--- src/rtl/bcd_display_mux.sv ---
// bcd_display_mux: scans a packed BCD digit vector onto a multiplexed
// 7-segment display. The digit vector is captured once per frame, then each
// slot is lit for DIV cycles, the first of which is dark to stop ghosting
// between neighbouring digits. frame_tick pulses on the snapshot edge.
//
// Optional feature macro: BCD_DISPLAY_MUX_BLANK_ZEROS_EN
//   When defined, leading zero digits (any slot above 0 whose digit and all
//   higher digits are zero) are blanked. Slot 0 always shows its digit.
module bcd_display_mux #(
    parameter int NUM_DIGITS = 4,
    parameter int DIV        = 12000
) (
    input  logic                      sys_clk,
    input  logic                      sys_reset,
    input  logic [4*NUM_DIGITS-1:0]   digits,
    output logic [6:0]                seg,
    output logic [NUM_DIGITS-1:0]     dig_sel,
    output logic                      frame_tick
);

    localparam int CNT_W  = (DIV > 2) ? $clog2(DIV) : 1;
    localparam int SLOT_W = (NUM_DIGITS > 1) ? $clog2(NUM_DIGITS) : 1;

    localparam logic [CNT_W-1:0]  CNT_LAST  = CNT_W'(DIV - 1);
    localparam logic [SLOT_W-1:0] SLOT_LAST = SLOT_W'(NUM_DIGITS - 1);

    logic [CNT_W-1:0]          r_cnt;
    logic [SLOT_W-1:0]         r_slot;
    logic [4*NUM_DIGITS-1:0]   r_snap;
    logic [6:0]                r_seg;
    logic [NUM_DIGITS-1:0]     r_digSel;
    logic                      r_frameTick;

    logic                      w_cntLast;
    logic                      w_frameEnd;
    logic [3:0]                w_curDigit;
    logic [NUM_DIGITS-1:0]     w_oneHot;
    logic                      w_blank;
    logic [6:0]                w_segNext;

    // BCD to 7-segment pattern (bit0=a .. bit6=g); non-BCD codes show a dash.
    function automatic logic [6:0] decodeBcd(input logic [3:0] value);
        logic [6:0] pattern;
        case (value)
            4'd0:    pattern = 7'h3F;
            4'd1:    pattern = 7'h06;
            4'd2:    pattern = 7'h5B;
            4'd3:    pattern = 7'h4F;
            4'd4:    pattern = 7'h66;
            4'd5:    pattern = 7'h6D;
            4'd6:    pattern = 7'h7D;
            4'd7:    pattern = 7'h07;
            4'd8:    pattern = 7'h7F;
            4'd9:    pattern = 7'h6F;
            default: pattern = 7'h40;
        endcase
        return pattern;
    endfunction

    assign w_cntLast  = (r_cnt == CNT_LAST);
    assign w_frameEnd = w_cntLast && (r_slot == SLOT_LAST);

    // Select the snapshot nibble and the one-hot enable for the current slot.
    always_comb begin
        w_curDigit = 4'd0;
        w_oneHot   = '0;
        for (int i = 0; i < NUM_DIGITS; i++) begin
            if (r_slot == SLOT_W'(i)) begin
                w_curDigit  = r_snap[4*i +: 4];
                w_oneHot[i] = 1'b1;
            end
        end
    end

`ifdef BCD_DISPLAY_MUX_BLANK_ZEROS_EN
    logic w_zeroRun;

    // Walk from the top digit down; a slot is blank if it and every digit
    // above it are zero, except slot 0 which must always show something.
    always_comb begin
        w_zeroRun = 1'b1;
        w_blank   = 1'b0;
        for (int i = NUM_DIGITS - 1; i >= 0; i--) begin
            w_zeroRun = w_zeroRun && (r_snap[4*i +: 4] == 4'd0);
            if ((r_slot == SLOT_W'(i)) && (i > 0)) begin
                w_blank = w_zeroRun;
            end
        end
    end
`else
    assign w_blank = 1'b0;
`endif

    assign w_segNext = w_blank ? 7'h00 : decodeBcd(w_curDigit);

    // Cycle counter within a slot and slot pointer within a frame.
    always_ff @(posedge sys_clk or posedge sys_reset) begin
        if (sys_reset) begin
            r_cnt  <= '0;
            r_slot <= '0;
        end else if (w_cntLast) begin
            r_cnt <= '0;
            if (r_slot == SLOT_LAST) begin
                r_slot <= '0;
            end else begin
                r_slot <= r_slot + SLOT_W'(1);
            end
        end else begin
            r_cnt <= r_cnt + CNT_W'(1);
        end
    end

    // Capture the digit vector only at the very end of a frame.
    always_ff @(posedge sys_clk or posedge sys_reset) begin
        if (sys_reset) begin
            r_snap <= '0;
        end else if (w_frameEnd) begin
            r_snap <= digits;
        end
    end

    // Registered display outputs, computed from the state before the edge.
    always_ff @(posedge sys_clk or posedge sys_reset) begin
        if (sys_reset) begin
            r_seg       <= 7'h00;
            r_digSel    <= '0;
            r_frameTick <= 1'b0;
        end else begin
            r_seg       <= w_segNext;
            r_digSel    <= (r_cnt == '0) ? '0 : w_oneHot;
            r_frameTick <= w_frameEnd;
        end
    end

    assign seg        = r_seg;
    assign dig_sel    = r_digSel;
    assign frame_tick = r_frameTick;

endmodule
--- config.mk ---
export PLATFORM = sky130hd
export DESIGN_NAME = bcd_display_mux
export DESIGN_NICKNAME = d
export VERILOG_FILES = /design/src/rtl/bcd_display_mux.sv
export SDC_FILE = /design/constraint.sdc
export NUM_CORES = 1
export LEC_CHECK = 0
export ABC_AREA = 1
export BUFFER_PORTS_ARGS = -buffer_cell sky130_fd_sc_hd__buf_2
export CORE_ASPECT_RATIO = 1.2
export CORE_UTILIZATION = 30
export DETAILED_ROUTE_END_ITERATION = 12
export GPL_ROUTABILITY_DRIVEN = 0
export PLACE_DENSITY = 0.59
export SYNTH_ARGS = -nofsm -noshare
export SYNTH_HDL_FRONTEND = slang
export SYNTH_SLANG_ARGS = --single-unit
--- constraint.sdc ---
create_clock -name sys_clk -period 2.15 [get_ports sys_clk]
set_clock_uncertainty 0.15 [all_clocks]
set_input_delay 0.3225 -clock sys_clk [delete_from_list [all_inputs] [get_ports sys_clk]]
set_output_delay 0.3225 -clock sys_clk [all_outputs]
set_load 0.05 [all_outputs]
==> impl_metrics.csv, run 1 <==
group,metric,value,unit
global_route,antenna_found_initial,0,
power,pwr-share-seq,58.6,%
routing,wire_per_inst,11.0,um
timing,rsz0062_at_grt,"false",
logic_synthesis,ys_types,26,
timing,tns,0,ps
logic_synthesis,synth_area,0.00235,mm^2
critical_path,critPathLaunchType,"register",
global_route,grt_start_max_net_pins,45,
place,dp_hpwl,3.54,mm
layout,nNetsFinal,367,
timing,whs,-3.02,ps
layout,layout-drive-gt1-share,19.0,%
logic_synthesis,postSynthCellCount,296,
layout,layout_commonest_cell,"nand2_1",
floorplanning,die_h,98.9,um
layout,diodes,0,
clock_tree,cts.htree.levels,2,
clock_tree,cts_sinks,44,
floorplanning,die_w,82.7,um
power,peakVddDrop,254,uV
floorplanning,rows,34,
logic_synthesis,synth_fa_ha_area_share,6.93,%
routing,antenna_left,0,
global_route,grt_usage,13.2,%
layout,fill_cells,784,
floorplanning,die-area,0.00818,mm^2
place,dp_cells,419,
power,pwr-share-comb,2.2,%
critical_path,critical_path_class,"register to register",
timing,hold_violations,8,
layout,area_delta_synth_final,17.7,%
critical_path,cp.required,2190,ps
clock_tree,clock-root-buffer,"clkbuf_8",
timing,slew_viol_final,0,
routing,drc,0,
routing,routed_via_density,4.51,
layout,multi_input_area,0.00111,mm^2
timing,slew_headroom,63.3,%
logic_synthesis,yosys-mux-area-fraction,0,%
outcome,violations,"negative hold slack",
power,p_sw,0.000309,W
clock_tree,cts_buffer_depth,2,
routing,dr.pass1.iters,4,
logic_synthesis,synth-simple-area-share,32.8,%
layout,final-seq-area,0.00110,mm^2
logic_synthesis,synth_nets,327,
flow_run,max_cap_violations,0,
worst_hold_path,hold_path.class,"input pin to async pin",
timing,tightest_slew,545,ps
power,swShare,21.9,%
floorplanning,core_area,0.00740,mm^2
routing,totalWireLength,4.70,mm
place,port_buffers,29,
layout,layout_common_cells,"nand2_1 (108), dfrtp_1 (43), inv_1 (29), buf_2 (29), nand3_1 (24)",
routing,drt_iter0_markers,82,
critical_path,cp-end-kind,"register",
routing,vias,1924,
clock_tree,cts_inserted_buffers,5,
timing,finalSetupViolations,0,
global_route,grt_pass1_wl,8.28,mm
timing,final.min_clock_period,2020,ps
power,p_int,0.00110,W
logic_synthesis,ys_seq_area_share,46.9,%
critical_path,worst-path-max-fanout,8,
floorplanning,initial_utilization,31.7,%
layout,layout.cells.non_filler,427,
clock_tree,cts_setup_buffers,0,
layout,final_cell_area,0.00276,mm^2
logic_synthesis,synth_compound_area_share,3.84,%
logic_synthesis,synth_seq_cells,44,
power,power.density,511,mW/mm^2
clock_tree,cts_tree,"built",
global_route,overflow,0,
outcome,status,"complete, but fails checks",
timing,fmax,496,MHz
timing,post-route-period-util,93.8,%
logic_synthesis,syn_area_per_cell,7.93,um^2
critical_path,worstPathArrival,2060,ps
clock_tree,cts.clk_slew.worst_paths,80,ps
global_route,first_global_vias,1865,
logic_synthesis,synth_xor_area_share,2.24,%
power,clkPwrFrac,39.2,%
layout,fin_util,37.3,%
logic_synthesis,yosysWarnings,0,
floorplanning,boundaryPins,30,
power,p_leak,1.43,nW
logic_synthesis,synth_top_family_by_area,"simple AND/OR/NAND/NOR gates",
clock_tree,clk_latency,300,ps
place,place_area,0.00264,mm^2
==> power groups by stage <==
stage                     Clock, W  Combinational, W  Sequential (W)
after floorplan                  0         0.0000121        0.000843
after global placement           0         0.0000331        0.000843
after detailed placement         0         0.0000334        0.000843
after CTS                 0.000569         0.0000335        0.000827
after global routing      0.000602         0.0000378        0.000827
final                     0.000553         0.0000312        0.000827
==> metal layers <==
| metal | vias to the layer above | global-route usage (%) | share of wire (%) |
|---|---|---|---|
| met5 | - | 0 | 0 |
| met4 | 0 | 4.77 | 1.7 |
| met3 | 4 | 3.33 | 3.9 |
| met2 | 42 | 20.2 | 44 |
| met1 | 870 | 17.7 | 50 |
| li1 | 1008 | - | - |
==> registers in the layout (all words and copies together), names as in the netlist <==
signal,flops
r_snap,16
r_cnt,14
seg,7
dig_sel,4
r_slot,2
frame_tick,1
==> Yosys cell counts <==
master | instances | area [um^2]
nor3_4 | 1 | 16.3
o21ai_0 | 2 | 10.0
inv_1 | 32 | 120
buf_12 | 1 | 20.0
nand2_1 | 109 | 409
a21boi_0 | 1 | 7.51
nand3_4 | 1 | 17.5
inv_6 | 1 | 8.76
inv_2 | 2 | 7.51
ha_1 | 13 | 163
dfrtp_1 | 44 | 1100
clkbuf_1 | 1 | 3.75
nor3_1 | 8 | 40.0
xor2_1 | 5 | 43.8
nand4_1 | 5 | 31.3
xnor2_1 | 1 | 8.76
buf_2 | 2 | 10.0
nand3_1 | 24 | 120
nor2_1 | 22 | 82.6
o21ai_1 | 1 | 5.00
nand2_2 | 2 | 12.5
or2_2 | 1 | 6.26
nor2_4 | 2 | 22.5
a21oi_1 | 12 | 60.1
nor4_1 | 2 | 12.5
a21boi_1 | 1 | 7.51
==> cells by family after synthesis <==
kind of cell | count (synthesis)
DFF | 44
buffers and inverters | 39
AOI/OAI and AO/OA | 17
adders and majority gates | 13
and+or+nand+nor | 177
xor gates and xnor gates | 6
==> final timing paths <==
check                                       start                      to  slack [ps]  cells after the start
min in group sys_clk                    digits[4]   r_snap[4]$_DFFE_PP0P_          60                      3
setup reg to reg            r_slot[1]$_DFFE_PP0N_        seg[3]$_DFF_PP0_         130                      9
max in group asynchronous               sys_reset   r_slot[0]$_DFFE_PP0N_        1450                      3
setup / recovery            r_slot[1]$_DFFE_PP0N_        seg[3]$_DFF_PP0_         130                      9
hold reg to reg            r_snap[13]$_DFFE_PP0P_  r_snap[13]$_DFFE_PP0P_         340                      2
hold / removal                          sys_reset    dig_sel[3]$_DFF_PP0_          -3                      3
==> metrics by stage <==
step	hold WS [ps]	setup slack, ps	power [W]
floorplan	282	101	0.000855
global placement	319	132	0.000876
detailed placement	317	74.3	0.000877
CTS	28.0	51.7	0.00143
global route	63.6	0.295	0.00147
finish	-3.02	133	0.00141
==> area by class of cell <==
class	instances	area share, %
clock inverters	2	0.498
well taps	90	4.08
repair buffers	37	7.43
clock buffers	6	2.99
inverters	35	4.94
multi-input cells	213	40.2
flip-flops and latches	44	39.9
==> what timing repair did <==
| item | CTS | global route |
|---|---|---|
| resized for setup | 0 | 10 |
| hold buffers | 0 | 0 |
| endpoints found under the setup margin | 0 | 6 |
==> critical path, stage by stage, from the launching register on <==
cell	delay, ps
dfrtp_1	430
ha_1	410
nor2_1	110
a21boi_2	170
inv_1	100
ha_1	280
nand3_1	110
nand2_1	60
nand2_1	50
nand2_1	50
Note: power is estimated with default switching activity, not from simulation.
==> run 2: changes to the inputs <==
--- a/config.mk
+++ b/config.mk
@@ -6,12 +6,12 @@
 export NUM_CORES = 1
 export LEC_CHECK = 0
 export ABC_AREA = 1
-export BUFFER_PORTS_ARGS = -buffer_cell sky130_fd_sc_hd__buf_2
+export BUFFER_PORTS_ARGS = -buffer_cell sky130_fd_sc_hd__buf_4
 export CORE_ASPECT_RATIO = 1.2
 export CORE_UTILIZATION = 30
 export DETAILED_ROUTE_END_ITERATION = 12
 export GPL_ROUTABILITY_DRIVEN = 0
-export PLACE_DENSITY = 0.59
+export SETUP_SLACK_MARGIN = 0.4
 export SYNTH_ARGS = -nofsm -noshare
 export SYNTH_HDL_FRONTEND = slang
 export SYNTH_SLANG_ARGS = --single-unit
==> run 2 against run 1 <==
The run now ends clean. Sequential power about the same. Clock-buffer cell count unchanged. Setup slack improved by 110 ps. Non-clock buffer count increased by 27. Fmax increased by 5.5%. Via count increased by 9.4%. Cell count increased by 6.8%. Clock power decreased by 2%. Sequential cell count unchanged. Register-to-register slack improved by 110 ps. Critical path type unchanged. Critical endpoint unchanged. Highest routed layer unchanged.
==> impl_metrics.csv, run 2 (same netlist as run 1, synthesis figures left out) <==
group,metric,value,unit
floorplanning,die_w,82.7,um
routing,vias,2104,
clock_tree,clk_latency,300,ps
timing,rsz0062_at_grt,"true",
timing,setup_slack,239,ps
clock_tree,cts.clk_slew.worst_paths,80,ps
place,dp_hpwl,3.73,mm
routing,wire_per_inst,12.5,um
routing,routed_via_density,4.61,
global_route,grt_start_max_net_pins,25,
critical_path,cp_common_cell,"nand2_1",
power,pwr-share-seq,58.5,%
place,dp_slack,106,ps
critical_path,worst-path-max-fanout,4,
critical_path,critPathLaunchType,"register",
timing,finalSetupViolations,0,
critical_path,critPathTopFamily,"flip-flops",
timing,slew_headroom,39.7,%
power,clkPwrFrac,38.4,%
global_route,grt_usage,15.9,%
timing,slew_viol_final,0,
clock_tree,cts_inserted_buffers,5,
layout,largest_reg_flops,16,
timing,whs,62.8,ps
global_route,grt_pass1_wl,10.0,mm
place,port_buffers,29,
global_route,antenna_found_initial,0,
routing,drt_iter0_markers,87,
timing,tns,0,ps
global_route,overflow,0,
layout,regMostFlops,"r_snap",
floorplanning,rows,34,
timing,tightest_slew,898,ps
layout,layout-drive-gt1-share,32.0,%
layout,fin_util,43.9,%
worst_hold_path,hold_path.class,"input pin to register",
worst_hold_path,holdCritStartpoint,"digits[8]",
layout,area_delta_synth_final,38.4,%
clock_tree,cts_sinks,44,
critical_path,cp-end-kind,"register",
clock_tree,cts.htree.levels,2,
power,pwr-share-comb,3.1,%
layout,layout_common_cells,"nand2_1 (104), buf_4 (57), dfrtp_1 (40), inv_1 (24), nand3_1 (20)",
floorplanning,core_area,0.00740,mm^2
layout,nNetsFinal,396,
routing,antenna_left,0,
timing,final.min_clock_period,1910,ps
clock_tree,clock-root-buffer,"clkbuf_8",
critical_path,critical_path_buf_inv_count,3,
critical_path,critical_path_class,"register to register",
layout,layout_commonest_cell,"nand2_1",
critical_path,slowest_delay,460,ps
floorplanning,boundaryPins,30,
power,p_leak,1.62,nW
power,p_int,0.00111,W
critical_path,cp.required,2230,ps
timing,post-route-period-util,88.9,%
routing,drc,0,
power,peakVddDrop,230,uV
critical_path,slowest_stage,"dfrtp_2",
timing,hold_violations,0,
global_route,first_global_vias,2147,
floorplanning,die_h,98.9,um
outcome,status,"finished clean",
flow_run,max_cap_violations,0,
clock_tree,cts_buffer_depth,2,
floorplanning,initial_utilization,31.7,%
critical_path,cp_cell_sequence,"inv_4 > ha_4 > inv_4 > nor2_4 > nor2_2 > a21boi_4 > inv_2 > ha_4 > nand3_2 > nand2_1 > nand2_1 > nand2_1",
layout,diodes,0,
critical_path,startpoint,"r_slot[0]$_DFFE_PP0N_",
critical_path,r2r-start,"r_slot[0]$_DFFE_PP0N_",
timing,fmax,523,MHz
routing,dr.pass1.iters,4,
clock_tree,cts_tree,"built",
routing,totalWireLength,5.71,mm
power,swShare,21.7,%
critical_path,worstPathArrival,2000,ps
floorplanning,die-area,0.00818,mm^2
power,power.density,435,mW/mm^2
power,p_sw,0.000306,W
## run 2: cell count changes in the layout (fill, tap and decap cells not counted), moves of 5 or more
cell	before	now
buf_4	8	57
buf_2	29	0
ha_4	2	7
inv_1	29	24
inv_4	0	5
## run 2: cell type report
cell class / count / area (um^2)
fillers: 744 / 4150
multi-input cells: 214 / 1260
flip-flops and latches: 44 / 1110
repair buffers: 64 / 523
inverters: 35 / 149
well taps: 90 / 113
clock buffers: 6 / 82.6
clock inverters: 2 / 10.0
repair inverters: 1 / 8.76
## run 2: power by group through the flow
stage	clock network [W]	logic (W)	registers, W
global route	0.000601	0.0000496	0.000827
finish	0.000543	0.0000433	0.000827
detailed placement	0	0.0000437	0.000843
global placement	0	0.0000434	0.000843
floorplan	0	0.0000121	0.000843
CTS	0.000558	0.0000450	0.000827
## run 2: per-layer routing
metal / vias up / track usage (%) / share of wire [%]
li1: 1064 / - / -
met1: 974 / 20.6 / 46
met2: 53 / 25.6 / 48
met3: 13 / 3.80 / 4.0
met4: 0 / 5.17 / 1.7
met5: - / 0 / 0
## run 2: path summary, 6_finish.rpt
path                                     endpoint  slack (ps)  cells past startpoint
max in group asynchronous   r_slot[1]$_DFFE_PP0N_         720                      4
min in group asynchronous     r_cnt[11]$_DFF_PP0_         510                      3
min reg2reg                r_snap[13]$_DFFE_PP0P_         340                      2
min                         r_snap[8]$_DFFE_PP0P_          60                      3
max reg2reg                      seg[3]$_DFF_PP0_         240                     12
max                              seg[3]$_DFF_PP0_         240                     12
## run 2: metrics by stage
stage	cell area [um^2]	instances	total power, W
global route	3250	456	0.00148
floorplan	2430	296	0.000855
global placement	2760	416	0.000887
finish	3250	456	0.00141
CTS	3190	453	0.00143
detailed placement	2760	416	0.000887
## run 2: repair_timing
action                                 in CTS  in global routing
gates resized for setup                    25                 10
setup endpoints to repair                  30                 26
hold buffers                                1                  0
buffers inserted                           26                  3
endpoints found under the hold margin      22                  0
pin swaps                                  14                  6
gates cloned                                2                  0
## run 2: worst reg2reg max path: cells and delay by family, from the launching register on
kind / cells / cell delay [ps]
flip-flops: 1 / 460
adder cells (fa/ha/maj): 2 / 440
AND/OR/NAND/NOR: 6 / 360
buffers and inverters: 3 / 250
AO/OA/AOI/OAI: 1 / 200
==> run 3: changes to the inputs <==
--- a/config.mk
+++ b/config.mk
@@ -5,7 +5,6 @@
 export SDC_FILE = /design/constraint.sdc
 export NUM_CORES = 1
 export LEC_CHECK = 0
-export ABC_AREA = 1
 export BUFFER_PORTS_ARGS = -buffer_cell sky130_fd_sc_hd__buf_4
 export CORE_ASPECT_RATIO = 1.2
 export CORE_UTILIZATION = 30
==> run 3 against run 2 <==
The run now ends with negative setup slack left. Fmax is 15% lower. Non-clock buffer count is 18 higher. Area after synthesis is 3.8% lower. Critical endpoint is now seg[0]$_DFF_PP0_. First-iteration DRC count is 31% lower. Largest power group unchanged.
==> impl_metrics.csv, run 3 <==
group,metric,value,unit
critical_path,reg2reg_to,"seg[0]$_DFF_PP0_",
worst_hold_path,hold_path.class,"input pin to async pin",
logic_synthesis,synth_edf_count,0,
power,p_leak,1.63,nW
critical_path,startpoint,"r_slot[1]$_DFFE_PP0N_",
floorplanning,die_h,97.0,um
logic_synthesis,postSynthCellCount,194,
critical_path,cp.required,2240,ps
critical_path,reg2reg_depth,10,
timing,tightest_slew,551,ps
logic_synthesis,yosysMostFrequentCell,"dfrtp_1",
clock_tree,cts.htree.levels,2,
floorplanning,die-area,0.00788,mm^2
floorplanning,initial_utilization,31.0,%
logic_synthesis,ys_seq_area_share,48.8,%
logic_synthesis,synth_compound_area_share,9.26,%
global_route,grt_usage,14.8,%
logic_synthesis,yosysTopAreaCell,"dfrtp_1",
timing,slew_headroom,63.3,%
place,port_buffers,29,
timing,post-route-period-util,105,%
clock_tree,clk_latency,310,ps
floorplanning,boundaryPins,30,
critical_path,setup.reg_to_reg.worst_slack,-110,ps
layout,diodes,0,
critical_path,critical_path_class,"register to register",
routing,routed_via_density,4.85,
layout,layout_common_cells,"buf_4 (65), dfrtp_1 (41), mux2_4 (18), buf_6 (16), ha_4 (11)",
layout,final-seq-area,0.00110,mm^2
critical_path,critPathLaunchType,"register",
logic_synthesis,synth_fa_ha_area_share,7.21,%
logic_synthesis,synth_xor_area_share,3.10,%
layout,regMostFlops,"r_snap",
layout,layout-drive-gt1-share,57.7,%
layout,fin_util,48.6,%
logic_synthesis,yosys-mux-area-fraction,12.0,%
clock_tree,cts_tree,"built",
routing,antenna_left,0,
global_route,first_global_vias,1830,
logic_synthesis,synth_flop_cell,"dfrtp_1",
clock_tree,clock-root-buffer,"clkbuf_8",
timing,slew_viol_final,0,
routing,totalWireLength,5.45,mm
critical_path,r2r-start,"r_slot[1]$_DFFE_PP0N_",
layout,multi_input_area,0.00146,mm^2
clock_tree,cts_sinks,44,
routing,drt_iter0_markers,60,
logic_synthesis,ys_top_cells_by_area,"dfrtp_1 (49%), ha_1 (7.2%), mux2_4 (6.7%)",
floorplanning,die_w,81.2,um
power,peakVddDrop,297,uV
outcome,status,"complete, but fails checks",
outcome,violations,"negative setup slack",
logic_synthesis,ys_types,46,
logic_synthesis,synth_nets,225,
critical_path,worstPathArrival,2350,ps
layout,area_delta_synth_final,56.5,%
logic_synthesis,synth_common_cells,"dfrtp_1 (44), inv_1 (14), ha_1 (13)",
place,dp_slack,-114,ps
logic_synthesis,synth_top_area_share,48.8,%
logic_synthesis,yosysWarnings,0,
logic_synthesis,synth_area,0.00226,mm^2
clock_tree,ctsHoldBuffers,0,
layout,layout_commonest_cell,"buf_4",
power,power.density,491,mW/mm^2
global_route,grt_pass1_wl,8.83,mm
layout,nNetsFinal,309,
routing,drc,0,
floorplanning,rows,34,
critical_path,cp-end-kind,"register",
floorplanning,core_area,0.00727,mm^2
logic_synthesis,ys_async_sr_fraction,100,%
critical_path,worst-path-max-fanout,8,
clock_tree,cts.clk_slew.worst_paths,90,ps
global_route,antenna_found_initial,0,
routing,vias,1791,
logic_synthesis,synth-simple-area-share,16.0,%
logic_synthesis,synth_top_family_by_area,"simple AND/OR/NAND/NOR gates",
logic_synthesis,syn_area_per_cell,11.6,um^2
timing,hold_violations,0,
critical_path,crit_path_end,"seg[0]$_DFF_PP0_",
flow_run,max_cap_violations,0,
global_route,overflow,0,
global_route,grt_start_max_net_pins,45,
logic_synthesis,synth_seq_cells,44,
routing,wire_per_inst,14.8,um
timing,whs,11.4,ps
clock_tree,cts_buffer_depth,2,
timing,final.min_clock_period,2260,ps
timing,fmax,443,MHz
layout,fill_cells,635,
routing,dr.pass1.iters,4,
layout,largest_reg_flops,16,
clock_tree,cts_inserted_buffers,5,
timing,setup_slack,-109,ps
timing,finalSetupViolations,6,
timing,rsz0062_at_grt,"true",
place,dp_hpwl,3.33,mm
## run 3: worst min-delay path by stage
stage                           startpoint                     end  cells after the start
detailed placement     r_cnt[11]$_DFF_PP0_     r_cnt[11]$_DFF_PP0_                      1
CTS                              sys_reset     r_cnt[13]$_DFF_PP0_                      3
floorplan              r_cnt[11]$_DFF_PP0_     r_cnt[11]$_DFF_PP0_                      1
global route                     sys_reset     r_cnt[13]$_DFF_PP0_                      3
global placement    r_snap[15]$_DFFE_PP0P_  r_snap[15]$_DFFE_PP0P_                      1
finish                           sys_reset    dig_sel[2]$_DFF_PP0_                      3
## run 3: per-stage QoR
stage	setup TNS [ps]	instances	instance area, um^2	power, W
3_5_place_dp	-378	332	2830	0.00106
4_1_cts	-70.3	358	3280	0.00173
2_1_floorplan	-75.4	194	2360	0.000990
5_1_grt	-857	369	3530	0.00180
3_3_place_gp	-114	332	2830	0.00106
6_report	-356	369	3530	0.00173
## run 3: layer usage
metal	global-route usage [%]	vias up	routed length, um
li1	-	855	-
met1	18.7	897	2360
met2	24.0	33	2820
met3	2.26	6	160
met4	7.69	0	112
met5	0	-	0
## run 3: where the power goes
part / internal [W] / switching (W)
Sequential: 0.000852 / 0.0000168
Clock: 0.000344 / 0.000299
Combinational: 0.000109 / 0.000113
## run 3: repair_timing
action                                  in CTS  in global routing
endpoints found under the hold margin        0                  0
resized for setup                           48                 36
gates cloned                                 1                  0
setup buffers                               17                 11
endpoints found under the setup margin      25                 28
pin swaps                                   16                 21
## run 3: cells by family after synthesis
kind of cell,after synthesis
buffers and inverters,20
XOR/XNOR,8
AO/OA/AOI/OAI,28
adder cells (fa/ha/maj),13
AND/OR/NAND/NOR,60
multiplexers,21
flip-flops,44
## run 3: cell type report
cell class | count | share of cell area [%]
multi-input combinational | 131 | 41.4
sequential | 44 | 31.3
timing repair buffer | 82 | 19.3
tap | 90 | 3.19
clock buffer | 5 | 1.95
inverter | 14 | 1.63
clock inverter | 3 | 1.20
## run 3: critical path, stage by stage (launching register included)
cell and delay [ps]:
dfrtp_1 430, buf_6 140, ha_4 180, nor2b_4 130
a211o_1 320, buf_6 130, buf_6 100, buf_8 130
ha_4 150, mux2_4 260, o22ai_2 80
